## config.mk

```make
export PLATFORM = sky130hd
export DESIGN_NAME = serial_code_tx
export DESIGN_NICKNAME = d
export VERILOG_FILES = /design/src/rtl/serial_code_tx.sv
export SDC_FILE = /design/constraint.sdc
export NUM_CORES = 1
export LEC_CHECK = 0
export ABC_AREA = 0
export CAP_MARGIN = 10
export CORE_ASPECT_RATIO = 0.7
export CORE_MARGIN = 5
export CORE_UTILIZATION = 47
export CTS_CLUSTER_SIZE = 12
export DETAILED_ROUTE_END_ITERATION = 6
export GPL_TIMING_DRIVEN = 0
export PLACE_DENSITY_LB_ADDON = 0.25
export SETUP_SLACK_MARGIN = 0.3
export SYNTH_ARGS = -nofsm -noshare
export SYNTH_HDL_FRONTEND = slang
export SYNTH_SLANG_ARGS = --single-unit
```

## constraint.sdc

```tcl
create_clock -name clk -period 1.8 [get_ports clk]
set_clock_uncertainty 0.05 [all_clocks]
set_input_delay 0.36 -clock clk [delete_from_list [all_inputs] [get_ports clk]]
set_output_delay 0.36 -clock clk [all_outputs]
set_load 0.05 [all_outputs]
```

## src/rtl/serial_code_tx.sv

```systemverilog
// Serial code transmitter: shifts a latched access code out MSB-first to the lock,
// waits for the open/error verdict and keeps a saturating failure count with sticky lockout.
module serial_code_tx #(
  parameter int CODE_W    = 6,
  parameter int TIMEOUT   = 8,
  parameter int MAX_TRIES = 3
) (
  input  logic                                 clk,
  input  logic                                 rst,
  input  logic                                 start,
  input  logic [CODE_W-1:0]                    code,
  input  logic                                 aberta_in,
  input  logic                                 erro_in,
  output logic                                 tx,
  output logic                                 tx_valid,
  output logic                                 busy,
  output logic                                 unlocked,
  output logic                                 failed,
  output logic                                 lockout,
  output logic [$clog2(MAX_TRIES+1)-1:0]       fail_cnt
);

  localparam int BW = $clog2(CODE_W + 1);
  localparam int TW = $clog2(TIMEOUT + 1);
  localparam int FW = $clog2(MAX_TRIES + 1);

  localparam logic [BW-1:0] BITS_ALL  = BW'(CODE_W);
  localparam logic [TW-1:0] TIMER_END = TW'(TIMEOUT - 1);
  localparam logic [FW-1:0] TRIES_MAX = FW'(MAX_TRIES);

  typedef enum logic [1:0] {
    S_IDLE,
    S_SEND,
    S_WAIT,
    S_LOCK
  } state_t;

  state_t              state_q, state_d;
  logic [CODE_W-1:0]   sh_q, sh_d;
  logic [BW-1:0]       bit_q, bit_d;
  logic [TW-1:0]       timer_q, timer_d;
  logic [FW-1:0]       fail_q, fail_d;
  logic                tx_q, tx_d;
  logic                txv_q, txv_d;
  logic                busy_q, busy_d;
  logic                unlocked_q, unlocked_d;
  logic                failed_q, failed_d;
  logic                lockout_q, lockout_d;
  logic [FW-1:0]       fail_inc;

  always_ff @(posedge clk or negedge rst) begin
    if (!rst) begin
      state_q    <= S_IDLE;
      sh_q       <= '0;
      bit_q      <= '0;
      timer_q    <= '0;
      fail_q     <= '0;
      tx_q       <= 1'b0;
      txv_q      <= 1'b0;
      busy_q     <= 1'b0;
      unlocked_q <= 1'b0;
      failed_q   <= 1'b0;
      lockout_q  <= 1'b0;
    end else begin
      state_q    <= state_d;
      sh_q       <= sh_d;
      bit_q      <= bit_d;
      timer_q    <= timer_d;
      fail_q     <= fail_d;
      tx_q       <= tx_d;
      txv_q      <= txv_d;
      busy_q     <= busy_d;
      unlocked_q <= unlocked_d;
      failed_q   <= failed_d;
      lockout_q  <= lockout_d;
    end
  end

  assign fail_inc = (fail_q == TRIES_MAX) ? fail_q : fail_q + FW'(1);

  // Outputs are computed one cycle ahead so tx/tx_valid come straight from flops;
  // the first bit is therefore launched from `code` itself at the accepting edge.
  always_comb begin
    state_d    = state_q;
    sh_d       = sh_q;
    bit_d      = bit_q;
    timer_d    = timer_q;
    fail_d     = fail_q;
    tx_d       = 1'b0;
    txv_d      = 1'b0;
    busy_d     = 1'b0;
    unlocked_d = 1'b0;
    failed_d   = 1'b0;
    lockout_d  = lockout_q;
    case (state_q)
      S_IDLE: begin
        if (start && !lockout_q) begin
          state_d = S_SEND;
          tx_d    = code[CODE_W-1];
          txv_d   = 1'b1;
          busy_d  = 1'b1;
          sh_d    = code << 1;
          bit_d   = BW'(1);
        end
      end
      S_SEND: begin
        busy_d = 1'b1;
        if (bit_q == BITS_ALL) begin
          state_d = S_WAIT;
          timer_d = '0;
        end else begin
          tx_d  = sh_q[CODE_W-1];
          txv_d = 1'b1;
          sh_d  = sh_q << 1;
          bit_d = bit_q + BW'(1);
        end
      end
      S_WAIT: begin
        busy_d = 1'b1;
        if (aberta_in && !erro_in) begin
          unlocked_d = 1'b1;
          fail_d     = '0;
          state_d    = S_IDLE;
          busy_d     = 1'b0;
        end else if (erro_in || (timer_q == TIMER_END)) begin
          fail_d = fail_inc;
          busy_d = 1'b0;
          if (fail_inc == TRIES_MAX) begin
            state_d   = S_LOCK;
            lockout_d = 1'b1;
          end else begin
            failed_d = 1'b1;
            state_d  = S_IDLE;
          end
        end else begin
          timer_d = timer_q + TW'(1);
        end
      end
      S_LOCK: begin
        lockout_d = 1'b1;
      end
      default: begin
        state_d = S_IDLE;
      end
    endcase
  end

  assign tx       = tx_q;
  assign tx_valid = txv_q;
  assign busy     = busy_q;
  assign unlocked = unlocked_q;
  assign failed   = failed_q;
  assign lockout  = lockout_q;
  assign fail_cnt = fail_q;

endmodule

```

==> results of run 1 <==
==> registers in the layout, indices dropped and copies added, names as in the netlist <==
| signal | flops |
|---|---|
| state_q | 2 |
| timer_q | 4 |
| unlocked | 1 |
| bit_q | 3 |
| fail_cnt | 2 |
| tx | 1 |
| tx_valid | 1 |
| sh_q | 5 |
| lockout | 1 |
| busy | 1 |
| failed | 1 |
==> what timing repair did <==
item,CTS,global route
setup buffers,10,6
pin swaps,6,8
gates resized for setup,39,33
setup endpoints to repair,25,42
==> power by group <==
group          total, uW  switching [uW]  internal (uW)
combinational       63.3            30.0           33.3
clock                468             171            297
sequential           504            4.60            499
==> Yosys cell counts, types with 2 or more instances <==
cell type / number / share of area, %
nor2_1: 10 / 3.0
nand2_1: 5 / 1.5
nand2b_1: 3 / 1.5
buf_6: 2 / 1.8
mux2_4: 2 / 2.4
o2bb2ai_1: 2 / 1.4
nand3_1: 3 / 1.2
ha_1: 7 / 7.0
a21oi_1: 13 / 5.2
nand4_1: 2 / 1.0
nor3_1: 5 / 2.0
o21ai_0: 5 / 2.0
nor4_1: 2 / 1.0
inv_1: 11 / 3.3
dfrtp_1: 22 / 44
a31oi_1: 2 / 1.0
mux2i_1: 6 / 4.8
==> path summary, 6_finish.rpt <==
| kind | slack [ps] | cells past startpoint | to |
|---|---|---|---|
| worst max-delay path | 70 | 5 | state_q[0] |
| worst min-delay path | 200 | 1 | bit_q[2] |
| worst max register to register | 70 | 5 | state_q[0] |
| worst min register to register | 480 | 1 | tx |
| max in group asynchronous | 800 | 1 | lockout |
| min in group clk | 480 | 1 | tx |
==> routing by layer <==
| layer | wire (um) | global-route usage (%) |
|---|---|---|
| met1 | 1450 | 24.0 |
| met2 | 1740 | 30.0 |
| met5 | 0 | 0 |
| met3 | 168 | 3.98 |
| met4 | 65 | 4.69 |
==> through the flow <==
stage          area (sq um)  TNS [ps]  utilization, %
3_3_place_gp           1500      -756            60.1
4_1_cts                1710         0            68.6
5_1_grt                1850         0            74.3
3_5_place_dp           1500     -1090            60.1
6_report               1850         0            74.3
2_1_floorplan          1280         0               -
==> cell type report <==
class	count	area share, %
inverter	11	2.23
timing repair buffer	34	16.6
tap	34	2.29
buffer	5	3.04
clock inverter	1	1.62
sequential	22	29.8
multi-input combinational	86	42.2
clock buffer	3	2.23
==> worst reg2reg max path, cell delays in order (launching register included) <==
cell and delay (ps):
dfrtp_1 400, ha_2 200, and3b_4 200, or3_4 360, nand3_4 100, mux2_4 300
==> cell families (layout without fill, tap and decap cells) <==
family | after synthesis | count (layout) | synth area share (%)
buffers and inverters | 16 | 54 | 6.90
muxes | 9 | 9 | 8.10
DFF | 22 | 22 | 44.0
AOI/OAI and AO/OA | 32 | 32 | 17.2
adders and majority gates | 7 | 7 | 7.00
and+or+nand+nor | 38 | 38 | 16.8
==> reports/qor.yml, run 1 <==
regArea_sq_um: 553
route.detailed.drc: 0
cp-start-kind: "flop"
timing_worst_setup_path_type: "reg2reg"
maxCapViolCount: 0
worstPathCellList: "ha_2 > and3b_4 > or3_4 > nand3_4 > mux2_4"
grt_start_max_net_pins: 23
synth_seq_cells: 22
p_total_uw: 1040
slew-limit-headroom_pct: 31.8
ys_seq_area_share_pct: 44.0
hold_class: "in2async"
clkTransAtPathRegs_ps: 90
clk_latency_ps: 270
final.period_utilization_pct: 96.2
finalHoldViolCount: 0
period_minus_slack_ps: 1730
fin_cells: 196
hold_ws_ps: 202
grt_pass1_wl_mm: 5.30
mostFrequentLayoutCells: "dfrtp_1, buf_4, a21oi_1"
cellPowerDensity_nw_per_um2: 558
wl_per_cell_um: 17.5
syn_nets: 142
power.leakage_uw: 0.000786
crit_start: "timer_q[0]"
ios: 19
synth_ff_type: "dfrtp_1"
nFillCells: 166
grt_pass1_vias: 1085
track_usage_pct: 18.1
vias: 1115
layout_setup_ws_ps: 68.3
drt_first_pass_iters: 4
synth_edf_count: 0
setup_violations: 0
via_per_inst: 5.69
cts.sinks: 22
finalWirelength_mm: 3.43
status: "finished, final reports clean"
critPathTopFamily: "simple AND/OR/NAND/NOR gates"
cts.path.max_buffers: 2
slowest_stage: "dfrtp_1"
cp_num_buf_inv: 0
area_growth_syn_to_layout_pct: 48.2
numPortBuffers: 18
n_antenna_cell: 0
netlist_instances: 124
htreeDepth: 1
syn_area_per_cell_sq_um: 10.1
r2r-start: "timer_q[0]"
start_util_pct: 50.1
holdBufCountCts: 0
vdd_drop_max_mv: 0.474
yosys_warnings: 0
cp.required_ps: 1900
drt_iter0_markers: 61
cp.arrival_ps: 1830
mappedNetlistArea_sq_um: 1250
layout.nets: 181
multi_input_area_sq_um: 782
antenna_found_initial: 0
drive_above_1_share_pct: 42.0
root_buffer: "clkbuf_8"
rows: 15
preCtsSetupSlack_ps: -248
cts_buffers: 3
cts_tree: "done"
gp_congestion: 0.862
die_area_sq_um: 3810
antenna_left: 0
crit_path_end_kind: "flop"
tightest_slew_ps: 1020
die_h_um: 53.2
drv_slew: 0
path_max_fanout: 4
synth.distinct_cells: 39
final_common_cell: "dfrtp_1"
overflow: 0
dpl.cell_count: 176
fmax_ghz: 0.577
grt_setup_unrepaired: "yes"
synthArstFlopShare_pct: 100
max_stage_delay_ps: 400
dp_hpwl_mm: 2.12
die_w_um: 71.7
coreArea_sq_um: 2500
(Power assumes the default switching activity.)
==> inputs of run 2 (changes only) <==
- CORE_UTILIZATION: 47 -> 50
- DONT_BUFFER_PORTS: not set -> 1
- HOLD_SLACK_MARGIN: not set -> 0.06
==> reports/qor.yml, run 2 (synthesized netlist as in run 1, its figures left out) <==
design_area_sq_um: 1840
cellPowerDensity_nw_per_um2: 519
cp.arrival_ps: 1950
grt_pass1_wl_mm: 5.41
post-route-util_pct: 76.0
vias: 1101
drive_above_1_share_pct: 49.0
cp.required_ps: 2010
dp_hpwl_mm: 1.92
final_common_cell: "dfrtp_1"
p_total_uw: 955
top_regs: "sh_q x5, timer_q x4, bit_q x3"
cts.path.max_buffers: 2
cp-start-kind: "flop"
die_h_um: 51.9
antenna_left: 0
numPortBuffers: 0
fin_tns_setup_ps: 0
switching_power_uw: 208
drv_slew: 0
placed_cell_area_sq_um: 1320
root_buffer: "clkbuf_4"
die_w_um: 69.8
grt_start_max_net_pins: 23
power.leakage_uw: 0.000778
power.clock.fraction_pct: 42.0
layout.nets: 172
wl_per_cell_um: 19.2
overflow: 0
fmax_ghz: 0.573
ios: 19
drt_iter0_markers: 109
mostFrequentLayoutCells: "dfrtp_1, buf_4, inv_1"
track_usage_pct: 19.4
slew-limit-headroom_pct: 28.9
clkTransAtPathRegs_ps: 140
cts_buffers: 3
antenna_found_initial: 0
clk_latency_ps: 330
area_growth_syn_to_layout_pct: 47.0
power_frac_comb_pct: 5.0
gp_congestion: 0.836
vdd_drop_max_mv: 0.556
largest_register: "sh_q"
nFillCells: 124
p_int_uw: 748
rows: 15
finalWirelength_mm: 3.59
setup_violations: 0
route.detailed.drc: 0
timing_worst_setup_path_type: "reg2reg"
die_area_sq_um: 3620
cts_tree: "done"
grt_pass1_vias: 1075
crit_path_end_kind: "flop"
grt_setup_unrepaired: "yes"
drt_first_pass_iters: 4
via_per_inst: 5.89
coreArea_sq_um: 2420
finalHoldViolCount: 0
hold_class: "in2reg"
tightest_slew_ps: 1070
n_antenna_cell: 0
htreeDepth: 1
start_util_pct: 51.7
cts.sinks: 22
largest_reg_flops: 5
final.period_utilization_pct: 97.0
p_seq_share_pct: 53.0
maxCapViolCount: 0
swShare_pct: 21.8
period_minus_slack_ps: 1750
path_max_fanout: 2
status: "finished, final reports clean"
run 2: cell types whose count changed in the layout (fill, tap and decap cells not counted), moves of 2 or more:
cell,previous run,this run
clkbuf_2,2,0
clkdlybuf4s15_2,5,0
a21oi_2,3,8
ha_2,3,1
clkdlybuf4s50_1,8,0
a21oi_1,10,5
buf_4,13,18
clkbuf_4,0,3
nor2_2,3,0
clkbuf_8,3,1
nor2_4,3,7
run 2: cell type report:
cell class | instances | area, sq um | share of cell area, %
inverters | 11 | 41.3 | 2.24
well taps | 34 | 42.5 | 2.31
flip-flops and latches | 22 | 552 | 30.0
plain buffers | 5 | 62.6 | 3.40
clock inverters | 1 | 30.0 | 1.63
repair buffers | 25 | 238 | 12.9
multi-input cells | 86 | 851 | 46.3
clock buffers | 3 | 22.5 | 1.22
run 2: worst paths after layout:
check                      slack [ps]           to  cells past startpoint       start
max                                50         busy                      6  timer_q[1]
min                               170       failed                      2     erro_in
max reg2reg                        50         busy                      6  timer_q[1]
min reg2reg                       530      sh_q[4]                      2     sh_q[4]
max in group asynchronous         760      lockout                      1         rst
min in group asynchronous         230  fail_cnt[1]                      1         rst
run 2: through the flow:
| stage | hold WS [ps] | instances | setup slack (ps) |
|---|---|---|---|
| 6_report | 169 | 187 | 54.0 |
| 3_5_place_dp | 15.0 | 158 | 13.0 |
| 5_1_grt | 166 | 187 | 23.8 |
| 4_1_cts | 132 | 182 | 54.9 |
| 3_3_place_gp | 15.0 | 158 | 33.1 |
| 2_1_floorplan | 14.4 | 124 | 101 |
run 2: routing by layer:
metal	share of wire [%]	vias to the layer above	routed length (um)	global-route usage [%]
li1	-	499	-	-
met1	45	551	1610	26.3
met2	47	43	1690	32.3
met3	6.8	8	246	5.41
met4	1.2	0	42	1.91
met5	0	-	0	0
run 2: timing repair:
action | in CTS | in global routing
buffers inserted | 18 | 5
resized for setup | 39 | 18
endpoints found under the hold margin | 22 | 0
gates cloned | 1 | 0
endpoints found under the setup margin | 17 | 39
hold buffers | 1 | 0
pin swaps | 9 | 9
run 2: worst max-delay path, stage by stage (launching register included):
cell and delay, ps:
dfrtp_1 440, ha_4 180, and3b_4 190, or3_4 390
buf_4 150, buf_6 110, a31oi_4 160
run 2: power groups by stage:
stage | Clock, uW | Combinational [uW] | Sequential [uW]
finish | 401 | 47.6 | 507
detailed placement | 0 | 18.8 | 514
global placement | 0 | 18.3 | 513
global route | 424 | 52.8 | 507
floorplan | 0 | 16.5 | 512
CTS | 394 | 40.0 | 506
==> inputs of run 3 (changes only) <==
- PLACE_DENSITY: not set -> 0.66
- PLACE_DENSITY_LB_ADDON: 0.25 -> not set
==> reports/qor.yml, run 3 (synthesized netlist as in run 1, its figures left out) <==
status: "finished, final reports clean"
finalHoldViolCount: 0
path_max_fanout: 2
fmax_ghz: 0.572
via_per_inst: 5.68
overflow: 0
power.leakage_uw: 0.000736
rows: 15
drt_iter0_markers: 79
cp-start-kind: "flop"
post-route-util_pct: 71.6
cp.required_ps: 1960
final.period_utilization_pct: 97.2
power.clock.fraction_pct: 40.8
p_seq_share_pct: 54.4
cp.arrival_ps: 1910
tightest_slew_ps: 999
dp_hpwl_mm: 2.06
cp_num_buf_inv: 0
max_stage_delay_ps: 440
hold_class: "in2reg"
antenna_left: 0
drv_slew: 0
layout.nets: 167
cts.sinks: 22
drive_above_1_share_pct: 45.9
finalWirelength_mm: 3.23
cts_buffers: 3
antenna_found_initial: 0
mostFrequentLayoutCells: "dfrtp_1, buf_4, inv_1, a21oi_1, buf_6"
crit_path_end_kind: "flop"
power_frac_comb_pct: 4.8
die_w_um: 69.8
route.detailed.drc: 0
track_usage_pct: 18.7
largest_register: "sh_q"
worstPathCellList: "ha_4 > and3b_4 > or3_4 > nand3_4 > mux2_4"
die_h_um: 51.9
clkTransAtPathRegs_ps: 130
maxCapViolCount: 0
coreArea_sq_um: 2420
timing_worst_setup_path_type: "reg2reg"
cellPowerDensity_nw_per_um2: 536
start_util_pct: 51.7
p_total_uw: 930
swShare_pct: 19.7
drt_first_pass_iters: 4
n_antenna_cell: 0
cts.path.max_buffers: 2
rrSetupSlack_ps: 50
period_minus_slack_ps: 1750
top_regs: "sh_q x5, timer_q x4, bit_q x3"
grt_pass1_vias: 1085
clk_latency_ps: 310
vias: 1034
ios: 19
grt_start_max_net_pins: 23
fin_tns_setup_ps: 0
gp_congestion: 0.852
numPortBuffers: 0
p_int_uw: 747
switching_power_uw: 183
vdd_drop_max_mv: 0.358
slowest_stage: "dfrtp_1"
area_growth_syn_to_layout_pct: 38.6
setup_violations: 0
wl_per_cell_um: 17.7
slew-limit-headroom_pct: 33.4
die_area_sq_um: 3620
grt_setup_unrepaired: "yes"
largest_reg_flops: 5
critPathTopFamily: "simple AND/OR/NAND/NOR gates"
final_common_cell: "dfrtp_1"
root_buffer: "clkbuf_4"
grt_pass1_wl_mm: 5.31
htreeDepth: 1
cts_tree: "done"
run 3: cell count changes in the layout (fill, tap and decap cells not counted), moves of 2 or more:
cell / previous run / this run
a21oi_1: 5 / 9
a21oi_2: 8 / 4
buf_4: 18 / 14
nor2_2: 0 / 3
nor2_4: 7 / 4
nor3_1: 5 / 3
nor3_2: 0 / 2
run 3: timing repair:
item	4_1_cts	5_1_grt
endpoints found under the hold margin	22	0
setup endpoints to repair	17	39
hold buffers	1	0
setup buffers	11	8
gates cloned	0	0
pin swaps	7	8
gates resized for setup	27	23
run 3: power by group through the flow:
stage          combinational (uW)  sequential, uW  clock (uW)
2_1_floorplan                16.5             512           0
3_3_place_gp                 18.4             513           0
3_5_place_dp                 19.4             514           0
4_1_cts                      37.0             505         392
5_1_grt                      49.1             507         411
6_report                     44.4             506         379
run 3: routing by layer:
| metal | GRT usage [%] | up-vias | share of wire [%] |
|---|---|---|---|
| li1 | - | 490 | - |
| met1 | 23.2 | 515 | 42 |
| met2 | 32.9 | 24 | 52 |
| met3 | 4.83 | 5 | 5.0 |
| met4 | 4.46 | 0 | 0.84 |
| met5 | 0 | - | 0 |
run 3: per-stage QoR:
step / cell area (sq um) / hold WS [ps] / setup slack (ps) / instances
2_1_floorplan: 1280 / 14.4 / 101 / 124
3_3_place_gp: 1320 / 15.0 / 31.1 / 158
3_5_place_dp: 1320 / 14.9 / 8.62 / 158
4_1_cts: 1570 / 125 / 75.3 / 174
5_1_grt: 1730 / 146 / 38.5 / 182
6_report: 1730 / 147 / 51.1 / 182
run 3: path summary, 6_finish.rpt:
check,to,startpoint,depth (start not counted)
worst max-delay path,state_q[0],timer_q[0],5
worst min-delay path,sh_q[1],code[0],2
worst max register to register,state_q[0],timer_q[0],5
worst min register to register,sh_q[1],sh_q[1],2
max in group asynchronous,lockout,rst,1
min in group asynchronous,tx_valid,rst,1
run 3: area by class of cell:
type,count,area (sq um)
sequential,22,553
clock buffer,3,22.5
timing repair buffer,20,174
buffer,5,56.3
fill,160,687
inverter,11,41.3
tap,34,42.5
multi-input combinational,86,815
clock inverter,1,30.0
run 3: worst register-to-register path, delay by kind of cell (launching register included):
family,cells,cell delay (ps)
adder cells (fa/ha/maj),1,180
AND/OR/NAND/NOR,3,670
multiplexers,1,300
flip-flops,1,440
